<file path="src/rtl/data_sync_mc_pkg.sv">
// Shared constants and helpers for the multi-channel bus synchroniser.
package data_sync_pkg;

  localparam int EN_MODE_LEVEL  = 0;
  localparam int EN_MODE_TOGGLE = 1;

  // Bit offset of channel c inside a flat NUM_CH*width bus.
  function automatic int bus_offset(input int c, input int width);
    return c * width;
  endfunction

endpackage

</file>
<file path="src/rtl/data_sync_mc_ch.sv">
// One channel: enable synchroniser, edge detect, holding register,
// valid/ready handshake and sticky overrun flag.
module data_sync_ch
  import data_sync_pkg::*;
#(
  parameter int BUS_WIDTH  = 8,
  parameter int NUM_STAGES = 2,
  parameter int EN_MODE    = EN_MODE_LEVEL
) (
  input  logic                 CLK,
  input  logic                 RST,
  input  logic [BUS_WIDTH-1:0] unsync_bus,
  input  logic                 bus_enable,
  input  logic                 sync_ready,
  input  logic                 ovr_clr,
  output logic [BUS_WIDTH-1:0] sync_bus,
  output logic                 sync_valid,
  output logic                 enable_pulse,
  output logic                 overrun
);

  logic [NUM_STAGES-1:0] sync_chain_reg;
  logic                  prev_reg;
  logic [BUS_WIDTH-1:0]  bus_reg;
  logic                  valid_reg;
  logic                  pulse_reg;
  logic                  overrun_reg;
  logic                  sync_en;
  logic                  event_det;

  assign sync_en = sync_chain_reg[NUM_STAGES-1];

  generate
    if (EN_MODE == EN_MODE_TOGGLE) begin : g_toggle
      assign event_det = sync_en ^ prev_reg;
    end else begin : g_level
      assign event_det = sync_en & ~prev_reg;
    end
  endgenerate

  always_ff @(posedge CLK or negedge RST) begin
    if (!RST) begin
      sync_chain_reg <= '0;
      prev_reg       <= 1'b0;
      bus_reg        <= '0;
      valid_reg      <= 1'b0;
      pulse_reg      <= 1'b0;
      overrun_reg    <= 1'b0;
    end else begin
      sync_chain_reg <= {sync_chain_reg[NUM_STAGES-2:0], bus_enable};
      prev_reg       <= sync_en;
      pulse_reg      <= event_det;
      if (event_det) begin
        bus_reg <= unsync_bus;
      end
      // A new word always leaves the holder full; ready only drains it
      // when nothing new arrives in the same cycle.
      if (event_det) begin
        valid_reg <= 1'b1;
      end else if (sync_ready) begin
        valid_reg <= 1'b0;
      end
      // Set has priority over clear.
      if (event_det && valid_reg && !sync_ready) begin
        overrun_reg <= 1'b1;
      end else if (ovr_clr) begin
        overrun_reg <= 1'b0;
      end
    end
  end

  assign sync_bus     = bus_reg;
  assign sync_valid   = valid_reg;
  assign enable_pulse = pulse_reg;
  assign overrun      = overrun_reg;

endmodule

</file>
<file path="src/rtl/data_sync_mc.sv">
// Multi-channel bus synchroniser: NUM_CH independent channels carried
// into the CLK domain, each sliced out of the flat buses.
module data_sync_mc
  import data_sync_pkg::*;
#(
  parameter int BUS_WIDTH  = 8,
  parameter int NUM_STAGES = 2,
  parameter int NUM_CH     = 2,
  parameter int EN_MODE    = EN_MODE_LEVEL
) (
  input  logic                        CLK,
  input  logic                        RST,
  input  logic [NUM_CH*BUS_WIDTH-1:0] unsync_bus,
  input  logic [NUM_CH-1:0]           bus_enable,
  input  logic [NUM_CH-1:0]           sync_ready,
  input  logic [NUM_CH-1:0]           ovr_clr,
  output logic [NUM_CH*BUS_WIDTH-1:0] sync_bus,
  output logic [NUM_CH-1:0]           sync_valid,
  output logic [NUM_CH-1:0]           enable_pulse,
  output logic [NUM_CH-1:0]           overrun
);

  generate
    if (NUM_STAGES < 2 || NUM_CH < 1) begin : g_param_check
      $fatal(1, "data_sync_mc: NUM_STAGES must be >= 2 and NUM_CH >= 1");
    end
  endgenerate

  genvar gi;
  generate
    for (gi = 0; gi < NUM_CH; gi++) begin : g_ch
      data_sync_ch #(
        .BUS_WIDTH (BUS_WIDTH),
        .NUM_STAGES(NUM_STAGES),
        .EN_MODE   (EN_MODE)
      ) u_ch (
        .CLK         (CLK),
        .RST         (RST),
        .unsync_bus  (unsync_bus[bus_offset(gi, BUS_WIDTH) +: BUS_WIDTH]),
        .bus_enable  (bus_enable[gi]),
        .sync_ready  (sync_ready[gi]),
        .ovr_clr     (ovr_clr[gi]),
        .sync_bus    (sync_bus[bus_offset(gi, BUS_WIDTH) +: BUS_WIDTH]),
        .sync_valid  (sync_valid[gi]),
        .enable_pulse(enable_pulse[gi]),
        .overrun     (overrun[gi])
      );
    end
  endgenerate

endmodule

</file>
<file path="config.mk">
export PLATFORM = sky130hd
export DESIGN_NAME = data_sync_mc
export DESIGN_NICKNAME = d
export VERILOG_FILES = /design/src/rtl/data_sync_mc_pkg.sv /design/src/rtl/data_sync_mc_ch.sv /design/src/rtl/data_sync_mc.sv
export SDC_FILE = /design/constraint.sdc
export NUM_CORES = 1
export LEC_CHECK = 0
export ABC_AREA = 1
export BUFFER_PORTS_ARGS = -buffer_cell sky130_fd_sc_hd__buf_2
export CORE_MARGIN = 2
export CORE_UTILIZATION = 45
export DETAILED_ROUTE_END_ITERATION = 12
export PLACE_DENSITY = 0.77
export SLEW_MARGIN = 10
export SYNTH_ARGS = -nofsm -noshare
export SYNTH_HDL_FRONTEND = slang
export SYNTH_SLANG_ARGS = --single-unit
</file>
<file path="constraint.sdc">
create_clock -name CLK -period 1.3 [get_ports CLK]
set_input_delay 0 -clock CLK [delete_from_list [all_inputs] [get_ports CLK]]
set_output_delay 0 -clock CLK [all_outputs]
set_load 0.05 [all_outputs]
</file>
==> metrics.txt <==
Placed Area=0.00125 mm²; die width=roughly 52 µm; Detail Route Antenna Nets=0; Placement Setup Slack=approximately 0.41 ns; DR vias=roughly 860; vias in the first global route=~800; drt initial violations=9; area delta synth->final=46.7%; GRT overflow=0; critical path endpoint category=primary output; syn_area_per_cell=9.91 µm²; FP Rows=17; Avg WL per Cell=roughly 11 µm; syn nets=between 100 and 150; post-synthesis cell count=104; delay-heaviest family, CP=flip-flops; Setup CP Type=flop to primary output; CP max FO=2; CP max stage cell=dfrtp_1; CTS tree=built; slew of the pin with the lowest slew margin=just under 0.6 ns; RSZ-0062 raised after global routing=no; fillers=175; setup bufs post-CTS=0; final WL=about 2.1 mm; initial antenna violation count=0; Seq/Total Area, Yosys=around two thirds; final instance area=approximately 0.0015 mm²; clk slew on worst S/H paths=0.14 ns; vias per inst=between 4 and 5; final setup vio count=0; H-tree depth=1; number of top-level pins=46; critical path arrival=~0.97 ns; CP bufs+invs=1; DRC=0; worst-case clock buffer depth=2; Yosys warnings=0; clock root buffer=clkbuf_4; clock latency on the worst-skew pair=roughly 0.32 ns; Worst path max stage delay=just under 0.4 ns; Max Fclk=1030 MHz; ratio of cells with drive above 1 in the final layout=approximately a third; CP startpoint kind=flop; final layout net count=195; die area=between 0.002 and 0.003 mm²; Yosys cell types=9; Max Clock Skew=slightly below 0.006 ns; Hold Crit Class=primary input to async pin; flip-flop count of the largest register after layout=16; total power=between 1500 and 2000 µW; max-cap violations=0; largest net degree at the start of global routing=29; Pleak=between 0.0008 and 0.0009 µW; ANT cells=0; Starting Density=between 40% and 50%; Synth Register Bits=28; run status=complete, no violations; Max VDD drop=roughly 1000 µV; DPL Wire Length=1.38 mm; I/O Buffers=between 40 and 50; Worst EP required=1.30 ns; final number of max-transition violations=0; Sink Count=28; PwrDens=around 1300 mW/mm²; fin crit period=~0.97 ns; gpl congestion=0.776; global-route wire length before repair=~3.3 mm; DRT Pass-1 Iters=4; fin util=69.0%; cells along the critical path=buf_2; final period utilization=between 70% and 80%; core box area=around 0.0022 mm²; Die Span Y=51.9 µm; setup TNS=0 ns; CTS Buf Count=3; Final WS setup=around 0.33 ns; Fin. Hold Viols=0; Synth Cell Area=~0.0010 mm²; slew margin rel.=roughly three fifths; Total GRT Usage=17.3%
==> cells in the final DEF, fill, tap and decap left out, drive strengths merged <==
master       synthesis  layout
nand2               56      56
buf                  6      45
dfrtp               28      28
dlygate4sd3          0      23
inv                  8       8
clkbuf               0       4
nor2                 4       4
o21ai                2       2
==> cell usage after synthesis <==
library cell	n	share of area [%]
nand2_1	54	20
dfrtp_1	28	68
buf_4	6	4.4
inv_1	4	1.5
inv_2	4	1.5
nand2_2	2	1.2
nor2_1	2	0.73
nor2_4	2	2.2
o21ai_0	2	0.97
==> cell families (layout without fill, tap and decap cells) <==
kind of cell	count (synthesis)	count (layout)	share of synthesized area [%]
simple gates	60	60	23.8
flops	28	28	68.0
buf+inv	14	80	7.28
compound gates	2	2	0.971
==> worst paths after layout <==
check | startpoint | end | slack [ns] | cells past startpoint
worst max-delay path | g_ch[0].u_ch.sync_bus[7] | sync_bus[7] | 0.33 | 1
worst min-delay path | RST | g_ch[1].u_ch.sync_bus[1] | 0.19 | 2
worst max register to register | g_ch[0].u_ch.prev_reg | g_ch[0].u_ch.sync_bus[2] | 0.42 | 3
worst min register to register | g_ch[0].u_ch.sync_chain_reg[0] | g_ch[0].u_ch.sync_chain_reg[1] | 0.37 | 0
max in group asynchronous | RST | g_ch[0].u_ch.sync_bus[2] | 0.73 | 2
min in group CLK | bus_enable[1] | g_ch[1].u_ch.sync_chain_reg[0] | 0.31 | 2
==> layout make-up <==
class	instances	area, µm²	area share (%)
Multi-Input combinational cell	62	255	16.9
Sequential cell	28	701	46.3
Clock buffer	4	36.3	2.40
Inverter	8	30.0	1.99
Timing Repair Buffer	68	455	30.1
Tap cell	28	35.0	2.32
==> stage by stage <==
step,hold WS [ns],instances
final,0.188,198
after floorplan,-0.296,104
after global routing,0.225,198
after detailed placement,0.0336,171
after global placement,0.0265,171
after CTS,0.198,198
==> where the power goes <==
part	total (µW)	switching, µW	internal [µW]
Sequential	1000	46.2	955
Clock	406	235	171
Combinational	556	398	159
==> metal layers <==
metal	up-vias	wire [µm]	global-route usage, %
li1	436	-	-
met1	398	849	20.6
met2	23	1150	29.3
met3	4	89	4.31
met4	0	37	7.89
met5	-	0	0
==> what timing repair did <==
action | 4_1_cts | 5_1_grt
endpoints found under the setup margin | 0 | 0
hold buffers | 23 | 0
endpoints found under the hold margin | 50 | 0
gates resized for setup | 0 | 0
Power figures use the tool's default switching activity.
